## config.mk

```make
export PLATFORM = sky130hd
export DESIGN_NAME = rpn_evaluator
export DESIGN_NICKNAME = d
export VERILOG_FILES = /design/src/rtl/rpn_pkg.sv /design/src/rtl/rpn_operand_stack.sv /design/src/rtl/rpn_evaluator.sv
export SDC_FILE = /design/constraint.sdc
export NUM_CORES = 2
export LEC_CHECK = 0
export CAP_MARGIN = 20
export CORE_ASPECT_RATIO = 0.9
export CORE_MARGIN = 2
export CORE_UTILIZATION = 30
export CTS_CLUSTER_SIZE = 12
export DETAILED_ROUTE_END_ITERATION = 6
export HOLD_SLACK_MARGIN = 0.08
export PLACE_DENSITY = 0.46
export SYNTH_ARGS = -nofsm -noshare
export SYNTH_HDL_FRONTEND = slang
export SYNTH_HIERARCHICAL = 1
export SYNTH_SLANG_ARGS = --single-unit
```

## constraint.sdc

```tcl
create_clock -name clk -period 17.5 [get_ports clk]
set_clock_uncertainty 0.05 [all_clocks]
set_input_delay 2.625 -clock clk [delete_from_list [all_inputs] [get_ports clk]]
set_output_delay 2.625 -clock clk [all_outputs]
set_load 0.02 [all_outputs]
```

## src/rtl/rpn_pkg.sv

```systemverilog
// Shared definitions for the infix->postfix converter and the postfix evaluator:
// opcodes, error codes and evaluator FSM encoding.
package rpn_pkg;

  localparam int unsigned OPC_W = 3;
  localparam int unsigned ERR_W = 3;

  localparam logic [OPC_W-1:0] OP_ADD = 3'd0;
  localparam logic [OPC_W-1:0] OP_SUB = 3'd1;
  localparam logic [OPC_W-1:0] OP_MUL = 3'd2;
  localparam logic [OPC_W-1:0] OP_EOE = 3'd4;

  localparam logic [ERR_W-1:0] ERR_NONE      = 3'd0;
  localparam logic [ERR_W-1:0] ERR_UNDERFLOW = 3'd1;
  localparam logic [ERR_W-1:0] ERR_OVERFLOW  = 3'd2;
  localparam logic [ERR_W-1:0] ERR_BAD_OP    = 3'd3;
  localparam logic [ERR_W-1:0] ERR_EOE_DEPTH = 3'd4;

  typedef enum logic [3:0] {
    S_IDLE,
    S_ACK,
    S_POP_B,
    S_POP_A,
    S_EXEC,
    S_PUSH,
    S_DRAIN,
    S_DRAIN_ACK,
    S_RESULT
  } rpn_state_t;

  function automatic logic is_arith(input logic [OPC_W-1:0] opc);
    return (opc == OP_ADD) || (opc == OP_SUB) || (opc == OP_MUL);
  endfunction

endpackage

```

## src/rtl/rpn_operand_stack.sv

```systemverilog
// Operand stack: register array with push/pop/clear, combinational top-of-stack view.
module rpn_operand_stack #(
  parameter int unsigned WIDTH = 32,
  parameter int unsigned DEPTH = 8
) (
  input  logic                         clk,
  input  logic                         rst,
  input  logic                         push,
  input  logic                         pop,
  input  logic                         clear,
  input  logic [WIDTH-1:0]             push_dat,
  output logic [WIDTH-1:0]             top_c,
  output logic [$clog2(DEPTH+1)-1:0]   depth
);

  localparam int unsigned DW = $clog2(DEPTH + 1);
  localparam int unsigned AW = $clog2(DEPTH);

  logic [WIDTH-1:0] mem [DEPTH];

  // Entry storage needs no reset: it is only visible through a non-zero depth.
  always_ff @(posedge clk) begin
    if (push) begin
      mem[AW'(depth)] <= push_dat;
    end
  end

  always_ff @(posedge clk or posedge rst) begin
    if (rst) begin
      depth <= '0;
    end else if (clear) begin
      depth <= '0;
    end else if (push) begin
      depth <= depth + DW'(1);
    end else if (pop) begin
      depth <= depth - DW'(1);
    end
  end

  always_comb begin
    top_c = '0;
    if (depth != '0) begin
      top_c = mem[AW'(depth - DW'(1))];
    end
  end

  push_pop_exclusive : assert property (@(posedge clk) disable iff (rst) !(push && pop));

endmodule

```

## src/rtl/rpn_evaluator.sv

```systemverilog
// Postfix token evaluator: consumes operand/operator tokens, evaluates on an
// operand stack and presents one result (or first error code) per expression.
module rpn_evaluator
  import rpn_pkg::*;
#(
  parameter int unsigned WIDTH = 32,
  parameter int unsigned DEPTH = 8
) (
  input  logic             clk,
  input  logic             rst,
  input  logic             tok_stb,
  input  logic [WIDTH-1:0] tok_dat,
  input  logic             tok_is_op,
  output logic             tok_ack,
  output logic             res_stb,
  output logic [WIDTH-1:0] res_dat,
  output logic             res_err,
  input  logic             res_ack
);

  localparam int unsigned DW = $clog2(DEPTH + 1);

  rpn_state_t       state_q, state_d;
  logic [WIDTH-1:0] tok_q;
  logic             is_op_q;
  logic [WIDTH-1:0] a_q, b_q, r_q;
  logic [ERR_W-1:0] err_q, err_d;

  logic             latch, a_ld, b_ld, r_ld, err_ld;
  logic             push, pop, clear;
  logic [WIDTH-1:0] push_dat, top_c, alu_c;
  logic [DW-1:0]    depth;
  logic [OPC_W-1:0] opc;
  logic             tok_ack_d, res_stb_d, res_err_d;
  logic [WIDTH-1:0] res_dat_d;

  rpn_operand_stack #(
    .WIDTH (WIDTH),
    .DEPTH (DEPTH)
  ) u_stack (
    .clk      (clk),
    .rst      (rst),
    .push     (push),
    .pop      (pop),
    .clear    (clear),
    .push_dat (push_dat),
    .top_c    (top_c),
    .depth    (depth)
  );

  assign opc = tok_q[OPC_W-1:0];

  // ALU: a is the deeper operand, b the former top; results wrap silently.
  always_comb begin
    alu_c = '0;
    unique case (opc)
      OP_ADD:  alu_c = a_q + b_q;
      OP_SUB:  alu_c = a_q - b_q;
      OP_MUL:  alu_c = a_q * b_q;
      default: alu_c = '0;
    endcase
  end

  always_comb begin
    state_d   = state_q;
    latch     = 1'b0;
    a_ld      = 1'b0;
    b_ld      = 1'b0;
    r_ld      = 1'b0;
    err_ld    = 1'b0;
    err_d     = err_q;
    push      = 1'b0;
    pop       = 1'b0;
    clear     = 1'b0;
    push_dat  = tok_q;
    tok_ack_d = 1'b0;
    res_stb_d = res_stb;
    res_dat_d = res_dat;
    res_err_d = res_err;

    unique case (state_q)
      S_IDLE: begin
        if (tok_stb) begin
          latch     = 1'b1;
          tok_ack_d = 1'b1;
          state_d   = S_ACK;
        end
      end

      S_ACK: begin
        if (!is_op_q) begin
          if (depth == DW'(DEPTH)) begin
            err_ld  = 1'b1;
            err_d   = ERR_OVERFLOW;
            state_d = S_DRAIN;
          end else begin
            push    = 1'b1;
            state_d = S_IDLE;
          end
        end else if (is_arith(opc)) begin
          state_d = S_POP_B;
        end else if (opc == OP_EOE) begin
          state_d   = S_RESULT;
          res_stb_d = 1'b1;
          if (depth == DW'(1)) begin
            pop       = 1'b1;
            res_dat_d = top_c;
            res_err_d = 1'b0;
          end else begin
            res_dat_d = WIDTH'(ERR_EOE_DEPTH);
            res_err_d = 1'b1;
          end
        end else begin
          err_ld  = 1'b1;
          err_d   = ERR_BAD_OP;
          state_d = S_DRAIN;
        end
      end

      S_POP_B: begin
        if (depth < DW'(2)) begin
          err_ld  = 1'b1;
          err_d   = ERR_UNDERFLOW;
          state_d = S_DRAIN;
        end else begin
          b_ld    = 1'b1;
          pop     = 1'b1;
          state_d = S_POP_A;
        end
      end

      S_POP_A: begin
        a_ld    = 1'b1;
        pop     = 1'b1;
        state_d = S_EXEC;
      end

      S_EXEC: begin
        r_ld    = 1'b1;
        state_d = S_PUSH;
      end

      S_PUSH: begin
        push     = 1'b1;
        push_dat = r_q;
        state_d  = S_IDLE;
      end

      // Error recovery: swallow the rest of the expression up to its EOE.
      S_DRAIN: begin
        if (tok_stb) begin
          latch     = 1'b1;
          tok_ack_d = 1'b1;
          state_d   = S_DRAIN_ACK;
        end
      end

      S_DRAIN_ACK: begin
        if (is_op_q && (opc == OP_EOE)) begin
          state_d   = S_RESULT;
          res_stb_d = 1'b1;
          res_dat_d = WIDTH'(err_q);
          res_err_d = 1'b1;
        end else begin
          state_d = S_DRAIN;
        end
      end

      S_RESULT: begin
        if (res_ack) begin
          res_stb_d = 1'b0;
          res_err_d = 1'b0;
          clear     = 1'b1;
          state_d   = S_IDLE;
        end
      end

      default: state_d = S_IDLE;
    endcase
  end

  always_ff @(posedge clk or posedge rst) begin
    if (rst) begin
      state_q <= S_IDLE;
      tok_q   <= '0;
      is_op_q <= 1'b0;
      a_q     <= '0;
      b_q     <= '0;
      r_q     <= '0;
      err_q   <= ERR_NONE;
      tok_ack <= 1'b0;
      res_stb <= 1'b0;
      res_dat <= '0;
      res_err <= 1'b0;
    end else begin
      state_q <= state_d;
      tok_ack <= tok_ack_d;
      res_stb <= res_stb_d;
      res_dat <= res_dat_d;
      res_err <= res_err_d;
      if (latch) begin
        tok_q   <= tok_dat;
        is_op_q <= tok_is_op;
      end
      if (a_ld) a_q <= top_c;
      if (b_ld) b_q <= top_c;
      if (r_ld) r_q <= alu_c;
      if (err_ld) err_q <= err_d;
    end
  end

endmodule

```

==> summary.md <==
| Metric | Value |
|---|---|
| Status | `finished clean` |
| I/O Buffers | `71` |
| Dpl hpwl | `73400 um` |
| Leading register cell type out of synthesis | `edfxtp_1` |
| Tcrit/Tclk final | `46.2%` |
| Most used cell, CP | `fa_1` |
| Fraction of registers with async set/reset | `40.5%` |
| Die area | `0.119 mm2` |
| Reg2reg setup slack | `9.41 ns` |
| Gpl congestion | `0.836` |
| Via count of the first global-routing pass | `24100` |
| Avg Inst Size Synth | `11.3 um2` |
| Core area | `0.115 mm2` |
| Largest net degree at the start of global routing | `82` |
| Post-DRT Antenna Nets | `0` |
| Initial Util | `30.3%` |
| Syn_nets | `3695` |
| RSZ-0062 raised after global routing | `no` |
| Initial antenna violation count | `2` |
| CTS resizes | `0` |
| CTS root buffer | `clkbuf_16` |
| #FFs+latches synth | `430` |
| Num CTS Buffers | `47` |
| GRT overflow | `0` |
| Vias | `22500` |
| Netlist cell types | `83` |
| Final Hold Viols | `0` |
| CTS Hold Buffers Added | `0` |
| Crit-path slowest cell | `dfrtp_1` |
| Fin nets | `3697` |
| Clock sink count | `430` |
| Hold Path Class | `reg -> reg` |
| Die W | `364 um` |
| H-tree depth | `2` |
| Post-Syn Instances | `3091` |
| Worst path required time | `17.90 ns` |
| Slew headroom | `28.4%` |
| Worst Setup Start Kind | `flop` |
| Later-pin clock latency in the skew report | `0.60 ns` |
| Number of synthesized flops with an enable pin | `256` |
| Placed inst area | `0.0375 mm2` |
| Slew Viols, Final | `0` |
| Max Cap Viol | `0` |
| Post-route DRC violation count | `0` |
| Critical Path Max Stage Delay | `1.03 ns` |
| DR pass1 iterations | `5` |
| Min Hold Slack | `0.421 ns` |
| DRT iter0 DRCs | `1601` |
| Design area | `0.0391 mm2` |
| All-Layer GR Usage | `17.9%` |
| Fill count | `11600` |
| Dpl ws | `9.29 ns` |
| Avg WL per Cell | `22.2 um` |
| CTS tree | `built` |
| Netlist Area Pre-Place | `0.0350 mm2` |
| Worst slew pin tran | `1.07 ns` |
| Top cells by count, synth | `fa_1 (409), inv_1 (400), nand2_1 (363)` |
| FF+latch area | `0.0120 mm2` |
| First-pass GRT wire length | `159000 um` |
| Warnings from Yosys | `6` |
| Vias per cell | `4.80` |
| Post-synth top area share | `23.4%` |
| Total wire length | `104000 um` |
| Fin Setup TNS | `0 ns` |
| Final setup violation count | `0` |
| Maximum buffer depth of the clock tree | `3` |
| Num ports | `72` |
| Chip Height | `328 um` |
| Post-synthesis sequential area ratio | `34.4%` |
| Post-CTS setup buffers | `0` |
| Row cnt | `118` |
| Synth area leaders | `fa_1 (23%), edfxtp_1 (22%), dfrtp_1 (12%)` |
| Critical path endpoint category | `flop` |
| Share of cells above drive strength 1 | `10.5%` |
| Most numerous cell in the Yosys netlist | `fa_1` |
| WP data arrival | `8.49 ns` |
| Crit Path Max Fanout | `22` |
| Worst Path Class, Setup | `reg -> reg` |
| Fmax | `0.124 GHz` |
| Clock transition at path regs | `0.06 ns` |
| Area of the multi-input gates | `0.0208 mm2` |
| Worst setup margin | `9.41 ns` |
| P&R area growth vs syn | `11.7%` |
| Min Tclk post-route | `8.09 ns` |
| Largest area contributor in the netlist | `fa_1` |
| CP Cell Sequence | `and2_1 -> fa_1 -> fa_1 -> fa_1 -> inv_1 -> fa_1 -> inv_1 -> fa_1 -> inv_1 -> fa_1 -> inv_1 -> fa_1 -> fa_1 -> ha_1 -> a2111oi_0 -> o31ai_1 -> a211oi_1 -> a221oi_1 -> a31oi_1 -> o21bai_1 -> a21oi_1 -> o21ai_0 -> a21oi_1 -> a31oi_1` |
-- layout make-up --
cell class | instances | share of cell area [%]
timing repair buffer | 133 | 3.01
sequential | 430 | 30.8
clock inverter | 14 | 0.547
antenna | 3 | 0.0192
tap | 1560 | 4.99
multi-input combinational | 2080 | 53.2
inverter | 401 | 3.87
clock buffer | 74 | 3.53
-- worst max-delay path, delay by kind of cell, from the launching register on --
kind                       cells  cell delay, ns
adders and majority gates      9            4.15
buffers and inverters          4            0.23
and+or+nand+nor                1            0.26
DFF                            1            1.03
AOI/OAI and AO/OA             10            2.22
-- per-stage QoR --
step           instances  utilization [%]
2_1_floorplan       3091                -
6_report            4695             33.9
4_1_cts             4692             33.9
3_3_place_gp        4604             32.5
3_5_place_dp        4604             32.5
5_1_grt             4692             33.9
-- routing by layer --
layer | vias up | wire [um] | share of wire (%) | global-route usage, %
li1 | 10100 | - | - | -
met1 | 11900 | 49400 | 47 | 25.8
met2 | 462 | 48700 | 47 | 29.0
met5 | - | 0 | 0 | 0
met4 | 0 | 1820 | 1.7 | 3.32
met3 | 111 | 4570 | 4.4 | 2.23
-- sequential cells by signal, indices dropped and copies added, names as in the netlist --
signal	count
res_stb	1
a_q	32
u_stack/mem	256
tok_q	32
r_q	32
err_q	2
res_dat	32
tok_ack	1
state_q	4
is_op_q	1
u_stack/depth	4
b_q	32
res_err	1
-- cells in the final DEF (no fill, tap or decap), types with 58 or more instances in the layout --
cell and count:
xnor2_1 102, nor2_1 98, dfrtp_1 172, fa_1 409, buf_4 62, inv_1 399
ha_1 157, a21oi_1 73, mux2_2 97, nand2_1 362, a22o_1 62, mux4_2 58
and2_1 315, clkdlybuf4s50_1 71, edfxtp_1 256
-- worst paths after layout --
| check | from | end | cells after the start |
|---|---|---|---|
| max | a_q[12]$_DFFE_PP0P_ | r_q[30]$_DFFE_PP0P_ | 24 |
| min | tok_q[29]$_DFFE_PP0P_ | tok_q[29]$_DFFE_PP0P_ | 2 |
| max reg2reg | a_q[12]$_DFFE_PP0P_ | r_q[30]$_DFFE_PP0P_ | 24 |
| min reg2reg | tok_q[29]$_DFFE_PP0P_ | tok_q[29]$_DFFE_PP0P_ | 2 |
| max in group asynchronous | rst | a_q[13]$_DFFE_PP0P_ | 4 |
| min in group asynchronous | rst | u_stack/depth[0]$_DFFE_PP0P_ | 2 |
-- cell families (layout without fill, tap and decap cells) --
family	Yosys count	in the layout	share of synthesized area, %
xor gates and xnor gates	144	144	3.60
DFF	430	430	34.4
muxes	167	167	7.48
and+or+nand+nor	889	889	12.6
buffers and inverters	581	622	6.45
other	0	3	0
adders and majority gates	567	567	29.1
AOI/OAI and AO/OA	313	313	6.36
Power is not shown: default switching activity piles up to over one toggle a cycle in this logic, so the estimate is an artifact.
